## config.mk

```make
export PLATFORM = sky130hd
export DESIGN_NAME = dct_row_seq
export DESIGN_NICKNAME = d
export VERILOG_FILES = /design/src/rtl/jpeg_pkg.sv /design/src/rtl/dct_row_buf.sv /design/src/rtl/dct_row_seq.sv
export SDC_FILE = /design/constraint.sdc
export NUM_CORES = 1
export LEC_CHECK = 0
export ABC_AREA = 1
export CORE_UTILIZATION = 50
export DETAILED_ROUTE_END_ITERATION = 10
export GPL_TIMING_DRIVEN = 0
export HOLD_SLACK_MARGIN = 0.03
export PLACE_DENSITY = 0.94
export SLEW_MARGIN = 10
export SYNTH_ARGS = -nofsm -noshare
export SYNTH_HDL_FRONTEND = slang
export SYNTH_SLANG_ARGS = --single-unit
```

## constraint.sdc

```tcl
create_clock -name clk -period 5.8 [get_ports clk]
set_clock_uncertainty 0.05 [all_clocks]
set_input_delay 0.58 -clock clk [delete_from_list [all_inputs] [get_ports clk]]
set_output_delay 0.58 -clock clk [all_outputs]
set_load 0.01 [all_outputs]
```

## src/rtl/jpeg_pkg.sv

```systemverilog
// Shared constants and types for the JPEG row-sequencing front end.
// Holds the default geometry of an 8x8 block and the row sequencer state encoding.
package jpeg_pkg;

   localparam int DW           = 8;
   localparam int N            = 8;
   localparam int ROWS         = 8;
   localparam int LEVEL_OFFSET = 128;

   typedef enum logic [1:0] {
      FILL = 2'd0,
      FIRE = 2'd1,
      WAIT = 2'd2
   } seq_state_t;

endpackage

```

## src/rtl/dct_row_buf.sv

```systemverilog
// Row buffer of N register lanes feeding the DCT engine inputs.
// One lane is written per cycle at the given index; all lanes are presented flattened.
module dct_row_buf #(
   parameter int DW = 8,
   parameter int N  = 8,
   parameter int IW = (N > 1) ? $clog2(N) : 1
) (
   input  logic            clk,
   input  logic            rst,
   input  logic            we,
   input  logic [IW-1:0]   idx,
   input  logic [DW-1:0]   din,
   output logic [N*DW-1:0] dout
);

   logic [DW-1:0] lane [N];

   // NOTE: these lanes are a small register bank, not a RAM, so they can be
   // cleared by reset; row_data has to read zero while rst is high.
   always_ff @(posedge clk) begin
      if (rst) begin
         for (int k = 0; k < N; k++) lane[k] <= '0;
      end else if (we) begin
         lane[idx] <= din;
      end
   end

   for (genvar k = 0; k < N; k++) begin : g_lane
      assign dout[k*DW +: DW] = lane[k];
   end

endmodule

```

## src/rtl/dct_row_seq.sv

```systemverilog
// Row sequencer for the JPEG 1-D DCT stage: packs level-shifted pixels into rows,
// fires the DCT engine once per row, frames 8x8 blocks and flags protocol errors.
module dct_row_seq #(
   parameter int DW          = jpeg_pkg::DW,
   parameter int N           = jpeg_pkg::N,
   parameter int ROWS        = jpeg_pkg::ROWS,
   parameter bit LEVEL_SHIFT = 1'b1
) (
   input  logic            clk,
   input  logic            rst,
   input  logic [DW-1:0]   pix_in,
   input  logic            pix_valid,
   output logic            pix_ready,
   output logic [N*DW-1:0] row_data,
   output logic            dct_start,
   input  logic            dct_done,
   output logic [2:0]      row_idx,
   output logic            blk_start,
   output logic            blk_done,
   output logic            seq_err
);

   import jpeg_pkg::*;

   localparam int CW = (N > 1) ? $clog2(N) : 1;

   seq_state_t    state, state_nxt;
   logic [CW-1:0] col;
   logic [2:0]    row;
   logic          accept;
   logic          last_col;
   logic          last_row;
   logic [DW-1:0] lane_din;

   assign accept    = pix_valid && (state == FILL) && !rst;
   assign last_col  = (col == CW'(N - 1));
   assign last_row  = (row == 3'(ROWS - 1));
   assign blk_start = accept && (row == 3'd0) && (col == '0);
   assign row_idx   = row;

   // Level shift by 2^(DW-1) is just an MSB flip in two's complement.
   assign lane_din = LEVEL_SHIFT ? {~pix_in[DW-1], pix_in[DW-2:0]} : pix_in;

   // NOTE: sequential state uses non-blocking assignments so every register
   // samples the pre-edge values of the others.
   always_ff @(posedge clk) begin
      if (rst) state <= FILL;
      else     state <= state_nxt;
   end

   // NOTE: every output of this block gets a default first, so no path can
   // leave one unassigned and infer a latch.
   always_comb begin
      state_nxt = state;
      pix_ready = 1'b0;
      dct_start = 1'b0;
      blk_done  = 1'b0;
      case (state)
         FILL: begin
            pix_ready = !rst;
            if (accept && last_col) state_nxt = FIRE;
         end
         FIRE: begin
            dct_start = 1'b1;
            state_nxt = WAIT;
         end
         WAIT: begin
            if (dct_done) begin
               blk_done  = last_row && !rst;
               state_nxt = FILL;
            end
         end
         default: state_nxt = FILL;
      endcase
   end

   always_ff @(posedge clk) begin
      if (rst) begin
         col <= '0;
         row <= '0;
      end else begin
         if (accept) col <= last_col ? '0 : col + 1'b1;
         if (state == WAIT && dct_done) row <= last_row ? 3'd0 : row + 3'd1;
      end
   end

   // A completion pulse is only legal while waiting on the engine.
   always_ff @(posedge clk) begin
      if (rst)                           seq_err <= 1'b0;
      else if (dct_done && state != WAIT) seq_err <= 1'b1;
   end

   dct_row_buf #(
      .DW (DW),
      .N  (N),
      .IW (CW)
   ) u_row_buf (
      .clk  (clk),
      .rst  (rst),
      .we   (accept),
      .idx  (col),
      .din  (lane_din),
      .dout (row_data)
   );

endmodule

```

==> reports/results.tsv <==
stage	metric	value	unit
setup_path	cp-endpoint	blk_start	
sta	min_period	2950	ps
setup_path	crit_slowest_cell	clkdlybuf4s50_1	
setup_path	cpPeakStageDelay	570	ps
clock_network	clk_path_buf_depth	2	
sta	hold_viol	0	
setup_path	cp_common_cell	clkdlybuf4s50_1	
setup_path	crit_family	buffers and inverters	
logic_synthesis	syn_nets	251	
finish	fin_cells	405	
logic_synthesis	synth_cell_type_count	27	
clock_network	clkSlewWorstSetupHoldPaths	70	ps
clock_network	cts_sinks	73	
detailed_routing	ant_nets	0	
detailed_routing	viasPerCell	5.44	
setup_path	reg2reg_from	col[2]$_SDFFE_PP0P_	
finish	drive_above_1_share	0.245	
finish	nets	344	
global_routing	grt_max_degree	13	
placed_design	io_buffers	82	
floorplan	initial_core_util	0.529	
clock_network	post_cts_buffers	0	
sta	finalMaxSlewViolations	0	
setup_path	start_kind	input pin	
clock_network	clk_latency	340	ps
sta	slew_headroom	0.201	
setup_path	cp.arrival	2320	ps
clock_network	ctsHoldBuffers	0	
worst_hold_path	worstHoldStart	seq_err$_SDFFE_PP0P_	
placed_design	dp_hpwl	5140	um
setup_path	cp.required	5170	ps
power_and_ir_drop	power.density	264	nW/um^2
global_routing	grtUsageTotal	0.240	
floorplan	ioPinCount	84	
placed_design	place.gp.congestion	0.850	
logic_synthesis	syn_inst	233	
floorplan	core_region_area	6030	sq um
detailed_routing	first_iter_violations	268	
power_and_ir_drop	leakage	1.45	nW
finish	final_common_cell	clkdlybuf4s50_1	
floorplan	die-area	6700	sq um
global_routing	antenna_found_initial	0	
logic_synthesis	synth-seq-cells	73	
clock_network	cts_tree	built	
logic_synthesis	ys_seq_area_frac	0.659	
clock_network	cts-root-buf	clkbuf_8	
setup_path	cp_cell_sequence	clkdlybuf4s50_1 -> inv_2 -> nand3_2 -> buf_2 -> nor3_1 -> clkdlybuf4s50_1	
setup_path	path_class	in -> out	
finish	syn_to_final_growth	34.4	%
power_and_ir_drop	p_total	1.13	mW
sta	worst_slack	2850	ps
setup_path	worst-path-stages	6	
floorplan	fp-row-count	28	
sta	setup_tns	0	ps
setup_path	critPathCaptureType	primary output	
clock_network	cts_made_buffers	9	
detailed_routing	via_count	2202	
detailed_routing	wl	7260	um
sta	fmax	339	MHz
worst_hold_path	hp-class	reg -> reg	
detailed_routing	drtPass1Iterations	4	
outcome	status	completed	
setup_path	rrSetupSlack	3550	ps
sta	worst_pin_slew	1190	ps
placed_design	place_inst	390	
finish	diodes	0	
finish	final_cell_mix	82 x clkdlybuf4s50_1, 64 x edfxtp_1, 41 x nor3_2	
floorplan	die_y	81.9	um
setup_path	r2r_end	u_row_buf.lane[0][1]$_SDFFCE_PN0P_	
sta	setup_viol	0	
sta	grt_setup_unrepaired	false	
sta	hold_ws	429	ps
power_and_ir_drop	vdd_drop_max	147	uV
clock_network	cts.repair.resized	0	
detailed_routing	wl_per_cell	17.9	um
job	drv_cap	0	
floorplan	fp.dieW	81.9	um
setup_path	critPathBufInv	4	
clock_network	htree_num_levels	3	
detailed_routing	drc	0	
logic_synthesis	netlist_area	3190	sq um
global_routing	grt-ovfl-total	0	
setup_path	path_max_fanout	10	
logic_synthesis	synth_area_per_cell	13.7	sq um
global_routing	grt_pass1_vias	2181	
global_routing	grt_pass1_wl	11300	um
setup_path	startpoint	rst	
setup_path	rr_worst_depth	4	
sta	fin_crit_sh	0.509	
logic_synthesis	yosysWarnings	0	
placed_design	pre_cts_slack	2860	ps
sequential cells by signal, indices dropped and copies added, names as in the netlist:
signal and count:
u_row_buf.lane 64, state 2, row_idx 3, col 3, seq_err 1
cell type report:
class	instances	area [sq um]
clock buffer	9	124
fill	385	1740
timing repair buffer	82	821
inverter	19	72.6
buffer	11	90.1
multi-input combinational	130	925
tap	75	93.8
clock inverter	6	60.1
sequential	73	2100
worst min-delay path by stage:
stage	to	cells past startpoint
2_1_floorplan	row_idx[2]$_SDFFE_PP0P_	2
3_3_place_gp	seq_err$_SDFFE_PP0P_	2
3_5_place_dp	seq_err$_SDFFE_PP0P_	2
4_1_cts	seq_err$_SDFFE_PP0P_	2
5_1_grt	seq_err$_SDFFE_PP0P_	2
6_report	seq_err$_SDFFE_PP0P_	2
power breakdown:
group          total, mW  internal, mW  switching (mW)  leakage [nW]
Combinational      0.141        0.0594          0.0814         0.625
Clock              0.383         0.194           0.190        0.0909
Sequential         0.606         0.597         0.00987         0.739
per-layer routing:
metal	GRT usage	share of wire	up-vias
met4	0.128	0.018	0
met3	0.0600	0.089	14
met1	0.298	0.39	1037
li1	-	-	1021
met5	0	0	-
met2	0.385	0.50	130
cell usage after synthesis:
library cell | count | area (sq um)
a21oi_1 | 3 | 15.0
buf_1 | 1 | 3.75
buf_2 | 3 | 15.0
buf_6 | 6 | 67.6
clkbuf_1 | 1 | 3.75
clkinv_1 | 7 | 26.3
clkinv_2 | 1 | 5.00
dfxtp_1 | 9 | 180
edfxtp_1 | 64 | 1920
ha_1 | 6 | 75.1
inv_1 | 7 | 26.3
inv_2 | 4 | 15.0
nand2_1 | 16 | 60.1
nand2_2 | 3 | 18.8
nand2_4 | 2 | 22.5
nand3_1 | 3 | 15.0
nand3_2 | 2 | 20.0
nand3b_1 | 1 | 7.51
nand4_4 | 1 | 21.3
nor2_1 | 14 | 52.6
nor2_2 | 1 | 6.26
nor2_4 | 2 | 22.5
nor3_1 | 26 | 130
nor3_2 | 41 | 410
o21a_1 | 1 | 7.51
o21ai_0 | 5 | 25.0
o21ai_1 | 3 | 15.0
logic make-up (layout without fill, tap and decap cells):
family,Yosys count,after routing,synth area share
AO/OA/AOI/OAI,12,12,0.0196
adder cells (fa/ha/maj),6,6,0.0235
buffers and inverters,30,127,0.0510
flip-flops,73,73,0.659
AND/OR/NAND/NOR,112,112,0.247
worst reg2reg max path, delay by kind of cell (launching register included):
family / cells / cell delay, ps
buf+inv: 1 / 180
simple gates: 2 / 380
flops: 1 / 320
compound gates: 1 / 950
per-stage QoR:
step / cell area (sq um) / util
floorplan: 3190 / -
global placement: 4100 / 0.681
detailed placement: 4100 / 0.681
CTS: 4290 / 0.712
global route: 4290 / 0.712
finish: 4290 / 0.712
(Power assumes the default switching activity.)
